<file path="config.mk">
export PLATFORM = sky130hd
export DESIGN_NAME = pc_sequencer
export DESIGN_NICKNAME = d
export VERILOG_FILES = /design/src/rtl/pc_sequencer.sv
export SDC_FILE = /design/constraint.sdc
export NUM_CORES = 1
export LEC_CHECK = 0
export BUFFER_PORTS_ARGS = -buffer_cell sky130_fd_sc_hd__buf_2
export CAP_MARGIN = 20
export CORE_MARGIN = 2
export CORE_UTILIZATION = 30
export DETAILED_ROUTE_END_ITERATION = 10
export PLACE_DENSITY = 0.48
export SLEW_MARGIN = 5
export SYNTH_ARGS = -nofsm -noshare
export SYNTH_HDL_FRONTEND = slang
export SYNTH_SLANG_ARGS = --single-unit
</file>
<file path="constraint.sdc">
create_clock -name clk -period 4.93 [get_ports clk]
set_input_delay 0.7395 -clock clk [delete_from_list [all_inputs] [get_ports clk]]
set_output_delay 0.7395 -clock clk [all_outputs]
set_load 0.02 [all_outputs]
</file>
<file path="src/rtl/pc_sequencer.sv">
// rtl/pc_sequencer.sv - program counter owner and next-PC sequencer
// Optional misaligned-target trap enabled by defining PC_MISALIGN_TRAP_EN.
module pc_sequencer #(
  parameter int                    DATA_WIDTH  = 32,
  parameter logic [DATA_WIDTH-1:0] RESET_PC    = '0,
  parameter logic [DATA_WIDTH-1:0] TRAP_VECTOR = DATA_WIDTH'(32'h0000_0010)
) (
  input  logic                  clk,
  input  logic                  rst_n,
  input  logic                  redir_valid,
  input  logic [DATA_WIDTH-1:0] redir_target,
  input  logic                  stall,
  input  logic                  imem_ready,
  output logic [DATA_WIDTH-1:0] pc,
  output logic [DATA_WIDTH-1:0] pc_next,
  output logic                  pc_src,
  output logic                  flush_d,
  output logic                  flush_e,
  output logic                  redir_pending
`ifdef PC_MISALIGN_TRAP_EN
  ,
  output logic                  misaligned
`endif
);

  typedef enum logic {RUN, PEND} state_e;

  state_e                state_q, state_d;
  logic [DATA_WIDTH-1:0] pc_q, pc_d;
  logic [DATA_WIDTH-1:0] pend_target_q, pend_target_d;
  logic [DATA_WIDTH-1:0] pc_plus4;
  logic [DATA_WIDTH-1:0] eff_target;
  logic [DATA_WIDTH-1:0] next_pc;
  logic                  trap_hit;

`ifdef PC_MISALIGN_TRAP_EN
  assign trap_hit   = redir_valid && (redir_target[1:0] != 2'b00);
  assign misaligned = trap_hit;
`else
  assign trap_hit   = 1'b0;
`endif

  // Without the trap a misaligned target is silently rounded down to a word.
  assign eff_target = trap_hit ? TRAP_VECTOR
                               : (redir_target & ~DATA_WIDTH'(3));
  assign pc_plus4   = pc_q + DATA_WIDTH'(4);

  always_comb begin
    state_d       = state_q;
    pc_d          = pc_q;
    pend_target_d = pend_target_q;
    next_pc       = pc_plus4;
    pc_src        = 1'b0;
    flush_d       = 1'b0;
    flush_e       = 1'b0;
    case (state_q)
      RUN: begin
        if (redir_valid) begin
          pc_src  = 1'b1;
          flush_d = 1'b1;
          flush_e = 1'b1;
          next_pc = eff_target;
          if (imem_ready) begin
            pc_d = eff_target;
          end else begin
            pend_target_d = eff_target;
            state_d       = PEND;
          end
        end else if (!stall && imem_ready) begin
          pc_d = pc_plus4;
        end
      end
      PEND: begin
        // Stall is deliberately ignored: the redirect must land before anything else.
        pc_src  = 1'b1;
        flush_d = 1'b1;
        next_pc = pend_target_q;
        if (redir_valid) begin
          flush_e       = 1'b1;
          pend_target_d = eff_target;
          next_pc       = eff_target;
        end
        if (imem_ready) begin
          pc_d    = next_pc;
          state_d = RUN;
        end
      end
      default: state_d = RUN;
    endcase
  end

  always_ff @(posedge clk or negedge rst_n) begin
    if (!rst_n) begin
      state_q       <= RUN;
      pc_q          <= RESET_PC;
      pend_target_q <= '0;
    end else begin
      state_q       <= state_d;
      pc_q          <= pc_d;
      pend_target_q <= pend_target_d;
    end
  end

  assign pc            = pc_q;
  assign pc_next       = next_pc;
  assign redir_pending = (state_q == PEND);

endmodule

</file>
### After elaboration in Yosys (flattened, before gate mapping)

Index checks and enable logic that the tools add are counted.

* input bits: 37
* bits in registers: 65
* bits in latches: 0
* output and inout port bits: 68
* memories: 0
* memory bits (writable): 0
* memory bits (read-only): 0

* div/mod/pow operators: 0
* multipliers: 0
* add/subtract/negate cells: 1
* $lt $le $gt $ge: 0
* reductions and logical operators: 4
* equal/unequal tests: 5
* shifts and indexed selects: 0
* bitwise logic cells: 1
* muxes and demuxes: 16

Operators by type and width (number)
* $mux 32: 8
* $pmux 32 s2: 3
* $add 32x3->32 const B: 1
* $ne 2x2->1 const B: 3
* $ne 3x3->1 const B: 2
* $pmux 1 s2: 2
* $mux 1: 3
* $reduce_and 3->1: 1
* $reduce_and 2->1: 1
* $logic_and 1x1->1: 1
* $logic_not 1->1: 1
* $not 1->1: 1

### Depth between registers and ports, before layout

Gate-level depths: netlist (run 1).

* depth after elaboration: 5
* mapped depth: 8
* gate-level depth less buffers: 6

### Worst setup path after synthesis (run 1)

No wires, ideal clock.

* path kind: input port to output port
* start: in redir_valid
* end: out pc_next[22]
* cell stages on the path: 5
* arrival: 2.148 ns
* slack: 2.042 ns
* cell sequence: nor2_1 -> inv_1 -> clkbuf_1 -> clkbuf_1 -> o21ai_0

* word-level cells in the longest chain between the ends: 2
* elaborated cells between the ends (all ways): 3
* classes of those cells: mux: 3

RTL lines
* start: declaration: line 10 `input logic redir_valid,`
* $mux 32, on equally long branches
* $pmux 32 s2 *: line 56 `case (state_q)`
* end: declaration: line 15 `output logic [DATA_WIDTH-1:0] pc_next,`

Mark *: on every way between the ends. The rest lies on a longest branch, timed or not.

### Final worst setup path (run 1)

* start: reg state_q, in the netlist redir_pending
* end: out pc_next[14]

* word-level cells in the longest chain between the ends: 2

RTL lines
* start: declaration: line 28 `state_e state_q, state_d;`
* start signal: assignment: line 98 `state_q <= state_d;`
* $not 1->1
* $pmux 32 s2 *: line 56

Marked as above.

==> impl_metrics.tcl, run 1 <==
set metrics [dict create \
    start_util_pct 30.6 \
    cts.sinks 65 \
    cp.required_ns 4.19 \
    die_h_um 117 \
    yosysWarnings 0 \
    clk_pin_slew_worst_paths_ns 0.05 \
    drt_first_iter_violations 162 \
    power.leakage_nw 2.09 \
    grt_overflow 0 \
    r2r_slack_ns 2.43 \
    routabilityCongestion 0.767 \
    period_minus_slack_ns 3.45 \
    mappedNetlistArea_um2 3860 \
    syn_to_final_growth_pct 24.8 \
    grt_max_degree 40 \
    place_inst 657 \
    cts-root-buf "clkbuf_16" \
    drive_gt1_share_pct 33.5 \
    crit_fanout 22 \
    post_cts_buffers 0 \
    grt_pass1_wl_mm 19.2 \
    critPathCaptureType "output port" \
    grt.busiest_layer "met2" \
    tns_ns 0 \
    tritoncts.num_buffers 9 \
    max_cap_violations 0 \
    fp.dieW_um 117 \
    dpl.hpwl_mm 8.13 \
    final_cell_mix "buf_2 (102), dfrtp_1 (65), o21ai_0 (40)" \
    via_per_inst 5.16 \
    antenna_found_initial 0 \
    ctsResizeCount 0 \
    drt_first_pass_iters 5 \
    grt_pass1_vias 3500 \
    nNetsFinal 534 \
    vias 3463 \
    grtUsageMet3_pct 3.25 \
    core_area_um2 12600 \
    fin_skew_ns 0.00582 \
    postCtsHoldBufs 0 \
    finalHoldWorstSlack_ns 0.465 \
    critPathLaunchType "register" \
    ys_seq_area_share_pct 42.1 \
    met2_usage_pct 28.2 \
    htree_levels 3 \
    outcome "completed" \
    clk_path_buf_depth 2 \
    die_area_um2 13800 \
    tightestPinTransition_ns 0.835 \
    wirelength_mm 11.6 \
    insertion_delay_ns 0.33 \
    drv_slew 0 \
    hold_viol 0 \
    rsz0062_at_grt "false" \
    postSynthCellCount 407 \
    ir_drop_mv 0.169 \
    final.fill_count 1320 \
    route.detailed.drc 0 \
    synth_fp_nets 445 \
    ios 105 \
    drtAntennaViolNets 0 \
    numPortBuffers 102 \
    fin_cells 671 \
    ys_seq_elements 65 \
    worst-setup-path-type "register to output port" \
    wl_per_cell_um 17.3 \
    final_common_cell "buf_2" \
    synth_area_per_cell_um2 9.49 \
    hold_path_class "input port to asynchronous set/reset pin" \
    tritoncts "built" \
    track_usage_pct 17.4 \
    finalCritPeriodShare_pct 70.0 \
    rows 41 \
    cp_data_arrival_time_ns 2.71 \
    clock.fmax_mhz 290 \
    setup_ws_ns 1.48 \
    ys_types 46 \
    slew_headroom_pct 44.3 \
    power_density_nw_per_um2 371 \
    grtUsageMet1_pct 22.8 \
    preCtsSetupSlack_ns 1.66 \
    finalSetupViolCount 0 \
]
-- per-layer routing --
metal | wire length, um | part of all wire, % | up-vias
met2 | 5480 | 47 | 79
li1 | - | - | 1675
met1 | 5420 | 47 | 1696
met3 | 490 | 4.2 | 13
met4 | 230 | 2.0 | 0
met5 | 0 | 0 | -
-- kinds of logic after synthesis --
family | after synthesis | share of synthesized area (%)
AOI/OAI and AO/OA | 122 | 20.9
and+or+nand+nor | 114 | 15.5
DFF | 65 | 42.1
buffers and inverters | 42 | 4.63
muxes | 37 | 10.7
xor gates and xnor gates | 26 | 5.89
adders and majority gates | 1 | 0.324
-- flip-flops by register name, indices dropped and copies added (netlist names) --
signal         count
pend_target_q     32
pc                32
redir_pending      1
-- final timing paths --
check,start,end,depth (start not counted)
max in group asynchronous,rst_n,pend_target_q[8],2
worst min register to register,pend_target_q[1],pend_target_q[1],1
min in group clk,pend_target_q[1],pend_target_q[1],1
worst max register to register,redir_pending,pc[23],6
worst min-delay path,rst_n,pc[1],1
worst max-delay path,redir_pending,pc_next[14],7
-- area by class of cell --
class                      count  area [um2]  share of cell area [%]
antenna                        1        2.50                  0.0519
clock buffer                  13         270                    5.60
inverter                       9        33.8                   0.701
multi-input combinational    300        2080                    43.0
sequential                    65        1630                    33.7
tap                          172         215                    4.46
timing repair buffer         111         598                    12.4
-- synth_stat cells (all sizes together) --
cell type | n | share of area [%]
inv | 9 | 0.87
nor3 | 6 | 1.1
or3 | 2 | 0.32
and3 | 6 | 0.97
o211ai | 1 | 0.19
a21oi | 13 | 1.7
o31ai | 3 | 0.58
nand3 | 16 | 2.1
and4 | 2 | 0.45
a22oi | 24 | 4.7
or4 | 5 | 0.97
and2 | 2 | 0.32
o21ai | 45 | 5.8
o31a | 6 | 1.4
nor4 | 3 | 0.65
o22ai | 6 | 0.97
xor2 | 5 | 1.1
mux2i | 4 | 1.0
clkbuf | 23 | 2.3
mux2 | 33 | 9.6
dfrtp | 65 | 42
o2bb2ai | 4 | 0.91
a21o | 3 | 0.58
or2 | 1 | 0.16
nand2 | 34 | 3.3
a21boi | 4 | 0.78
nor2b | 1 | 0.16
o41ai | 5 | 1.5
xnor2 | 21 | 4.8
nor2 | 22 | 2.4
a22o | 8 | 1.8
ha | 1 | 0.32
nand2b | 1 | 0.16
buf | 10 | 1.5
nand4 | 13 | 2.5
-- through the flow --
| step | util, % | total power [mW] | area [um2] |
|---|---|---|---|
| after floorplan | - | 1.02 | 3860 |
| after global placement | 35.8 | 1.20 | 4520 |
| after detailed placement | 36.1 | 1.21 | 4550 |
| after CTS | 38.2 | 1.81 | 4820 |
| after global routing | 38.2 | 1.90 | 4820 |
| final | 38.2 | 1.79 | 4820 |
-- critical path, cell delays in order, from the launching register on --
cell     delay [ns]
dfrtp_1        0.57
nor2_1         0.18
buf_4          0.25
inv_1          0.41
buf_4          0.36
or3_1          0.36
nand3_1        0.08
buf_2          0.17
-- power by group --
group	internal [mW]	switching (mW)	total [mW]	leakage [nW]
Combinational	0.191	0.280	0.471	1.17
Clock	0.373	0.222	0.595	0.134
Sequential	0.615	0.110	0.726	0.788
Total	1.18	0.612	1.79	2.09
(Power assumes the default switching activity.)
==> run 2: changes to the inputs <==
- ABC_AREA: default -> 1
- PLACE_DENSITY: 0.48 -> 0.47
- clock period: 4.93 -> 3.35 ns (I/O delays scaled with it)
==> impl_metrics.tcl, run 2 <==
set metrics [dict create \
    synth_flop_cell "dfrtp_1" \
    synth_area_per_cell_um2 6.80 \
    critPathCaptureType "output port" \
    wl_per_cell_um 14.0 \
    fp.dieW_um 120 \
    cts-root-buf "clkbuf_16" \
    core_area_um2 13200 \
    via_per_inst 4.45 \
    yosysWarnings 0 \
    diodes 0 \
    postCtsHoldBufs 0 \
    tns_ns 0 \
    cp.required_ns 2.85 \
    cp_data_arrival_time_ns 2.05 \
    grt_overflow 0 \
    comb_power_share_pct 24.1 \
    synth-xor-area-share_pct 0 \
    crit_slowest_cell "dfrtp_1" \
    period_minus_slack_ns 2.55 \
    ys_seq_elements 65 \
    worst-setup-path-type "register to output port" \
    cts.sinks 65 \
    seqPwrFrac_pct 39.0 \
    route.detailed.drc 0 \
    finalCritPeriodShare_pct 76.1 \
    power.leakage_nw 2.62 \
    placed_cell_area_um2 4740 \
    clk_path_buf_depth 2 \
    yosys.area.top_type "dfrtp_1" \
    mappedNetlistArea_um2 4060 \
    ys_seq_area_share_pct 40.0 \
    die_area_um2 14500 \
    final_cell_mix "nand2_1 (243), buf_2 (102), inv_1 (76)" \
    p_int_mw 1.69 \
    ios 105 \
    clk_pin_slew_worst_paths_ns 0.06 \
    antenna_found_initial 0 \
    drive_gt1_share_pct 23.9 \
    vias 3896 \
    ir_drop_mv 0.222 \
    nNetsFinal 733 \
    post_cts_buffers 0 \
    final.fill_count 1449 \
    synth-compound-area-share_pct 11.9 \
    htree_levels 3 \
    synth-adder-area-share_pct 0.308 \
    synth_edf_count 0 \
    drv_slew 0 \
    rsz0062_at_grt "false" \
    postSynthCellCount 598 \
    insertion_delay_ns 0.33 \
    synth_most_common_cell "nand2_1" \
    crit_fanout 5 \
    fin_skew_ns 0.00710 \
    ys_types 32 \
    finalSetupViolCount 0 \
    drtAntennaViolNets 0 \
    synth_top_family_by_area "simple AND/OR/NAND/NOR gates" \
    ctsResizeCount 0 \
    die_h_um 120 \
    tritoncts "built" \
    crit-reg2reg-launch "pc[2]" \
    syn_to_final_growth_pct 23.9 \
    final_common_cell "nand2_1" \
    hold_viol 0 \
    rows 42 \
    power_density_nw_per_um2 515 \
    power.share.clock_pct 36.8 \
    final_cell_area_um2 5030 \
    async_reset_ff_share_pct 100 \
    ys_top_cells_by_count "nand2_1 (243), inv_1 (76), dfrtp_1 (65)" \
    track_usage_pct 17.6 \
    wirelength_mm 12.2 \
    tritoncts.num_buffers 9 \
    synthSimpleGateAreaFrac_pct 37.1 \
    numPortBuffers 102 \
    hold_path_class "input port to asynchronous set/reset pin" \
    critPathLaunchType "register" \
    p_switching_mw 0.905 \
    critPathLaunch "pc[2]" \
    grt_pass1_vias 3749 \
    routabilityCongestion 0.854 \
    synthMuxAreaShare_pct 0 \
    synth_fp_nets 636 \
    tightestPinTransition_ns 0.797 \
    dpl.hpwl_mm 9.05 \
    slew_headroom_pct 46.9 \
    path_cells "ha_1 -> nand2_2 -> nor2_4 -> nand2_2 -> nor2_2 -> nand2_1 -> nand3_1 -> nand3_1 -> buf_2" \
    swShare_pct 34.9 \
    cpPeakStageDelay_ns 0.43 \
    outcome "completed" \
    grt_max_degree 52 \
    start_util_pct 30.7 \
    drt_first_iter_violations 171 \
    synthTopCellsByArea "dfrtp_1 (40%), nand2_1 (22%), inv_1 (7.0%), o21ai_0 (6.5%), nor2_1 (3.1%)" \
    drt_first_pass_iters 4 \
    netlist.area_leader.share_pct 40.0 \
    power_mw 2.59 \
    grt_pass1_wl_mm 19.6 \
    clock.fmax_mhz 392 \
    max_cap_violations 0 \
]
run 2: cell types whose count changed in the layout (fill, tap and decap cells not counted), sizes merged, moves of 8 or more:
cell,before,now
nand4,13,0
inv,9,80
nand2,34,259
mux2,33,0
nor2,22,47
nand3,16,31
a21oi,13,4
a22o,8,0
xnor2,21,0
a22oi,24,1
o21ai,45,64
run 2: critical path, delay by kind of cell, from the launching register on:
family / cells / cell delay (ns)
buf+inv: 1 / 0.19
fa+ha+maj: 1 / 0.24
flops: 1 / 0.43
simple gates: 7 / 0.85
run 2: final timing paths:
kind / depth (start not counted) / end / slack, ns
max in group asynchronous: 2 / pc[27] / 2.43
hold reg to reg: 2 / pend_target_q[15] / 0.48
min in group clk: 2 / redir_pending / 0.34
setup reg to reg: 10 / pc[16] / 1.54
setup / recovery: 9 / pc_next[16] / 0.80
hold / removal: 1 / pc[2] / 0.24
run 2: power by group through the flow:
stage	logic, mW	registers (mW)	clock network (mW)
floorplan	0.348	1.06	0
global placement	0.630	1.02	0
detailed placement	0.635	1.02	0
CTS	0.637	1.01	0.978
global route	0.702	1.03	1.01
finish	0.626	1.01	0.955
run 2: kinds of logic after synthesis:
group / count (synthesis)
buffers and inverters: 104
DFF: 65
and+or+nand+nor: 344
adders and majority gates: 1
AOI/OAI and AO/OA: 84
run 2: layout make-up:
| type | instances | area (um2) | area share, % |
|---|---|---|---|
| tap | 176 | 220 | 4.37 |
| timing repair buffer | 108 | 568 | 11.3 |
| multi-input combinational | 429 | 2010 | 40.0 |
| inverter | 82 | 308 | 6.11 |
| clock inverter | 5 | 55.1 | 1.09 |
| clock buffer | 11 | 243 | 4.82 |
| sequential | 65 | 1630 | 32.3 |
run 2: stage by stage:
| stage | util [%] | setup slack [ns] | hold WS [ns] | std cells |
|---|---|---|---|---|
| 5_1_grt | 38.0 | 0.633 | 0.317 | 876 |
| 6_report | 38.0 | 0.800 | 0.245 | 876 |
| 2_1_floorplan | - | 1.33 | 0.207 | 598 |
| 3_3_place_gp | 35.8 | 0.983 | 0.465 | 860 |
| 4_1_cts | 38.0 | 0.806 | 0.281 | 876 |
| 3_5_place_dp | 35.8 | 0.951 | 0.466 | 860 |
run 2: routing by layer:
layer  global-route usage (%)  part of all wire, %
met1                     24.9                   47
met2                     26.5                   45
met3                     3.63                  6.0
met4                     6.61                  2.1
met5                        0                    0
